--- src/rtl/production_pattern_gen.sv ---
// production_pattern_gen: production-test pattern walker with selectable pattern, pause, restart and sweep counting
module production_pattern_gen #(
  parameter int WIDTH      = 80,
  parameter int ON_CYCLES  = 25000,
  parameter int OFF_CYCLES = 25000,
  parameter int CNT_W      = 16
) (
  input  logic             Clk,
  input  logic             Reset,
  input  logic             Run_n,
  input  logic [1:0]       Mode,
  input  logic             Restart,
  output logic [WIDTH-1:0] Pat_Out,
  output logic             Led_State,
  output logic             Sweep_Done,
  output logic [CNT_W-1:0] Pass_Count,
  output logic             Busy
);
  localparam int MAX_C = ON_CYCLES > OFF_CYCLES ? ON_CYCLES : OFF_CYCLES;
  localparam int TW = $clog2(MAX_C + 1);
  localparam int SW = $clog2(WIDTH);
  localparam logic [TW-1:0] ON_LAST  = TW'(ON_CYCLES - 1);
  localparam logic [TW-1:0] OFF_LAST = TW'(OFF_CYCLES - 1);
  typedef enum logic [1:0] {IDLE, ON, OFF} state_t;
  state_t state;
  logic [1:0] sync;
  logic [1:0] mode_q;
  logic [SW-1:0] step;
  logic [TW-1:0] timer;
  logic run;
  assign run = ~sync[1];
  function automatic logic [WIDTH-1:0] pattern(input logic [1:0] m, input logic [SW-1:0] s);
    logic [WIDTH-1:0] hot;
    logic [WIDTH-1:0] cb;
    hot = WIDTH'(1) << s;
    for (int i = 0; i < WIDTH; i++) cb[i] = i[0] ^ ~s[0];
    return m == 2'd0 ? hot : m == 2'd1 ? ~hot : m == 2'd2 ? cb : '1;
  endfunction
  function automatic logic [WIDTH-1:0] idle_val(input logic [1:0] m);
    return m == 2'd1 ? '1 : '0;
  endfunction
  function automatic logic [SW-1:0] last_step(input logic [1:0] m);
    return m[1] ? (m[0] ? '0 : SW'(1)) : SW'(WIDTH - 1);
  endfunction
  always_ff @(posedge Clk or posedge Reset) begin
    if (Reset) begin
      sync       <= 2'b11;
      state      <= IDLE;
      mode_q     <= 2'd0;
      step       <= '0;
      timer      <= '0;
      Pat_Out    <= '0;
      Led_State  <= 1'b0;
      Sweep_Done <= 1'b0;
      Pass_Count <= '0;
      Busy       <= 1'b0;
    end else begin
      sync       <= {sync[0], Run_n};
      Sweep_Done <= 1'b0;
      if (Restart) begin
        state   <= IDLE;
        Busy    <= 1'b0;
        step    <= '0;
        timer   <= '0;
        Pat_Out <= idle_val(mode_q);
      end else begin
        case (state)
          IDLE: begin
            step  <= '0;
            timer <= '0;
            if (run) begin
              state   <= ON;
              Busy    <= 1'b1;
              mode_q  <= Mode;
              Pat_Out <= pattern(Mode, '0);
            end else begin
              Pat_Out <= idle_val(mode_q);
            end
          end
          ON: if (run) begin
            if (timer == ON_LAST) begin
              timer   <= '0;
              state   <= OFF;
              Pat_Out <= idle_val(mode_q);
            end else begin
              timer <= timer + TW'(1);
            end
          end
          OFF: if (run) begin
            if (timer == OFF_LAST) begin
              timer <= '0;
              state <= ON;
              if (step == last_step(mode_q)) begin
                Sweep_Done <= 1'b1;
                Led_State  <= ~Led_State;
                if (~&Pass_Count) Pass_Count <= Pass_Count + CNT_W'(1);
                step    <= '0;
                mode_q  <= Mode;
                Pat_Out <= pattern(Mode, '0);
              end else begin
                step    <= step + SW'(1);
                Pat_Out <= pattern(mode_q, step + SW'(1));
              end
            end else begin
              timer <= timer + TW'(1);
            end
          end
          default: begin
            state <= IDLE;
            Busy  <= 1'b0;
          end
        endcase
      end
    end
  end
endmodule

--- config.mk ---
export PLATFORM = sky130hd
export DESIGN_NAME = production_pattern_gen
export DESIGN_NICKNAME = d
export VERILOG_FILES = /design/src/rtl/production_pattern_gen.sv
export SDC_FILE = /design/constraint.sdc
export NUM_CORES = 1
export LEC_CHECK = 0
export BUFFER_PORTS_ARGS = -buffer_cell sky130_fd_sc_hd__clkbuf_2
export CORE_UTILIZATION = 45
export CTS_CLUSTER_SIZE = 14
export DETAILED_ROUTE_END_ITERATION = 8
export MAX_ROUTING_LAYER = met4
export PLACE_DENSITY = 0.65
export RECOVER_POWER = 50
export SKIP_CTS_REPAIR_TIMING = 1
export SYNTH_ARGS = -nofsm -noshare
export SYNTH_HDL_FRONTEND = slang
export SYNTH_SLANG_ARGS = --single-unit
--- constraint.sdc ---
create_clock -name Clk -period 4.85 [get_ports Clk]
set_input_delay 0.485 -clock Clk [delete_from_list [all_inputs] [get_ports Clk]]
set_output_delay 0.485 -clock Clk [all_outputs]
set_load 0.01 [all_outputs]
==> results.sh <==
export IMPL_yosys_warnings=0
export IMPL_max_cap_violations=1
export IMPL_fin_cells=1153
export IMPL_use_met3_pct=5.70
export IMPL_syn_num_nets=869
export IMPL_ys_seq_elements=127
export IMPL_synth_ff_type="dfrtp_1"
export IMPL_io_pins=105
export IMPL_fmax_ghz=0.286
export IMPL_area_growth_pct=15.6
export IMPL_use_met1_pct=36.0
export IMPL_final_layout_size_suffix_gt1_share_pct=7.47
export IMPL_drv_slew=63
export IMPL_whs_ns=0.150
export IMPL_fin_nets=941
export IMPL_rsz0062_at_grt="false"
export IMPL_ant_nets=0
export IMPL_nFillCells=1600
export IMPL_via_per_inst=6.00
export IMPL_setup_violations_final=0
export IMPL_cp_max_fo=32
export IMPL_num_vias=6918
export IMPL_path_cells="ha_1 > nand4_1 > or3_1 > nand3_1 > nand2_1 > nor2_1 > a2111oi_0"
export IMPL_crit_arrival_ns=3.76
export IMPL_grt_max_degree=64
export IMPL_htreeDepth=4
export IMPL_startpoint_type="register"
export IMPL_die_h_um=129
export IMPL_slew_headroom_pct=-8.12
export IMPL_leakage_nw=3.23
export IMPL_syn_inst=852
export IMPL_cts_sinks=127
export IMPL_grt_overflow=0
export IMPL_hp_class="in2reg"
export IMPL_drc=0
export IMPL_diodes=0
export IMPL_clock_latency_ns=0.42
export IMPL_slowest_stage="ha_1"
export IMPL_post_route_min_period_ns=3.50
export IMPL_numCtsBuffers=17
export IMPL_yosysUniqueCellTypes=61
export IMPL_syn_cell_area_um2=7310
export IMPL_start_util_pct=46.0
export IMPL_async_flop_share_pct=100
export IMPL_required_ns=5.11
export IMPL_cts_tree="yes"
export IMPL_grt_antenna_before_repair=0
export IMPL_p_per_area_nw_per_um2=600
export IMPL_status="complete, but fails checks"
export IMPL_place_inst=1120
export IMPL_finClkSkew_ns=0.00553
export IMPL_rows=46
export IMPL_design_core_area_um2=15900
export IMPL_numPortBuffers=104
export IMPL_firstDrtPassIters=5
export IMPL_critPathKind="reg2reg"
export IMPL_violations="capacitance limit, slew limit"
export IMPL_hpwl_mm=13.8
export IMPL_final_cell_mix="125 x dfrtp_1, 103 x o21ai_0, 103 x clkbuf_1"
export IMPL_wire_per_inst_um=18.3
export IMPL_die_w_um=129
export IMPL_grt_pass1_wl_mm=33.9
export IMPL_clk_pin_slew_ns=0.06
export IMPL_busiest_layer="met2"
export IMPL_tightestPinTransition_ns=1.62
export IMPL_avgSynthCellArea_um2=8.58
export IMPL_r2r_slack_ns=1.35
export IMPL_first_iter_violations=733
export IMPL_final_common_cell="dfrtp_1"
export IMPL_use_met2_pct=40.5
export IMPL_crit_path_max_incr_delay_ns=0.89
export IMPL_clock_path_buffers=2
export IMPL_gp_congestion=0.900
export IMPL_synth_edf_count=0
export IMPL_dieArea_um2=16800
export IMPL_grtUsageTotal_pct=26.9
export IMPL_cp_end_kind="register"
export IMPL_totalWireLength_mm=21.1
export IMPL_cts_root_buf="clkbuf_16"
export IMPL_post_route_period_util_pct=72.1
export IMPL_seq_area_frac_synth_pct=43.5
export IMPL_grt_pass1_vias=6415
export IMPL_vdd_ir_drop_worst_mv=0.294
export IMPL_finalPower_mw=5.07
export IMPL_fin_tns_setup_ns=0
export IMPL_hold_violations=0
-- layout make-up --
class	count	area (um2)	share of cell area (%)
multi-input combinational	642	3850	45.6
timing repair buffer	120	517	6.12
clock inverter	10	113	1.33
sequential	127	3180	37.7
clock buffer	22	454	5.38
tap	216	270	3.20
inverter	16	61.3	0.726
-- report_power, final --
| part | switching (mW) | leakage [nW] | internal (mW) |
|---|---|---|---|
| Sequential | 0.260 | 1.62 | 1.45 |
| Combinational | 1.40 | 1.34 | 0.707 |
| Clock | 0.479 | 0.274 | 0.768 |
| Total | 2.14 | 3.23 | 2.93 |
-- cell families (layout without fill, tap and decap cells) --
logic type               Yosys count  in the layout  synth area share, %
AO/OA/AOI/OAI                    328            328                 28.2
AND/OR/NAND/NOR                  274            274                 18.4
flip-flops                       127            127                 43.5
buffers and inverters             83            168                 4.49
XOR/XNOR                          28             28                 3.36
adder cells (fa/ha/maj)           11             11                 1.88
multiplexers                       1              1                0.154
-- through the flow --
step	util (%)	setup slack [ns]	instance area, um2
after floorplan	-	0.984	7310
after global placement	50.3	1.57	8000
after detailed placement	50.3	1.41	8000
after CTS	53.9	1.46	8560
after global routing	53.2	1.07	8450
final	53.2	1.35	8450
-- sequential cells by signal, summed over array words and instances, names as in the netlist --
name / count
Busy: 1
Led_State: 1
Pass_Count: 16
Pat_Out: 80
Sweep_Done: 1
mode_q: 2
state: 2
step: 7
sync: 2
timer: 15
-- worst paths after layout --
path | cells after the start | startpoint | end
setup / recovery | 7 | step[0] | Pat_Out[58]
max in group asynchronous | 4 | Reset | Pat_Out[57]
min in group asynchronous | 3 | Reset | Pat_Out[38]
hold / removal | 1 | Run_n | sync[0]
setup reg to reg | 7 | step[0] | Pat_Out[58]
hold reg to reg | 0 | sync[0] | sync[1]
-- per-layer routing --
layer	wire length, um	vias up
met5	0	-
met4	331	0
met3	1340	28
met2	9830	246
met1	9580	3363
li1	-	3281
-- cells in the mapped netlist (5+ instances only) --
cell type	number	share of area (%)
a2111oi_0	9	1.1
a211oi_1	22	2.3
a21boi_0	9	0.92
a21oi_1	79	5.4
a221oi_1	6	0.72
a31oi_1	5	0.43
and2_1	9	0.77
and3_1	15	1.3
buf_2	7	0.48
clkbuf_1	59	3.0
dfrtp_1	125	43
ha_1	11	1.9
inv_1	16	0.82
nand2_1	51	2.6
nand2b_1	12	1.0
nand3_1	21	1.4
nand4_1	12	1.0
nor2_1	102	5.2
nor2b_1	5	0.43
nor3_1	9	0.62
nor3b_1	5	0.51
nor4_1	12	1.0
o211ai_1	38	3.9
o21ai_0	103	7.1
o22a_1	8	0.96
o22ai_1	15	1.3
xnor2_1	20	2.4
xor2_1	8	0.96
-- worst max-delay path, delay by kind of cell (launching register included) --
kind	cells	cell delay (ns)
simple gates	5	1.64
fa+ha+maj	1	0.89
flops	1	0.60
compound gates	1	0.21
Power figures use the tool's default switching activity.
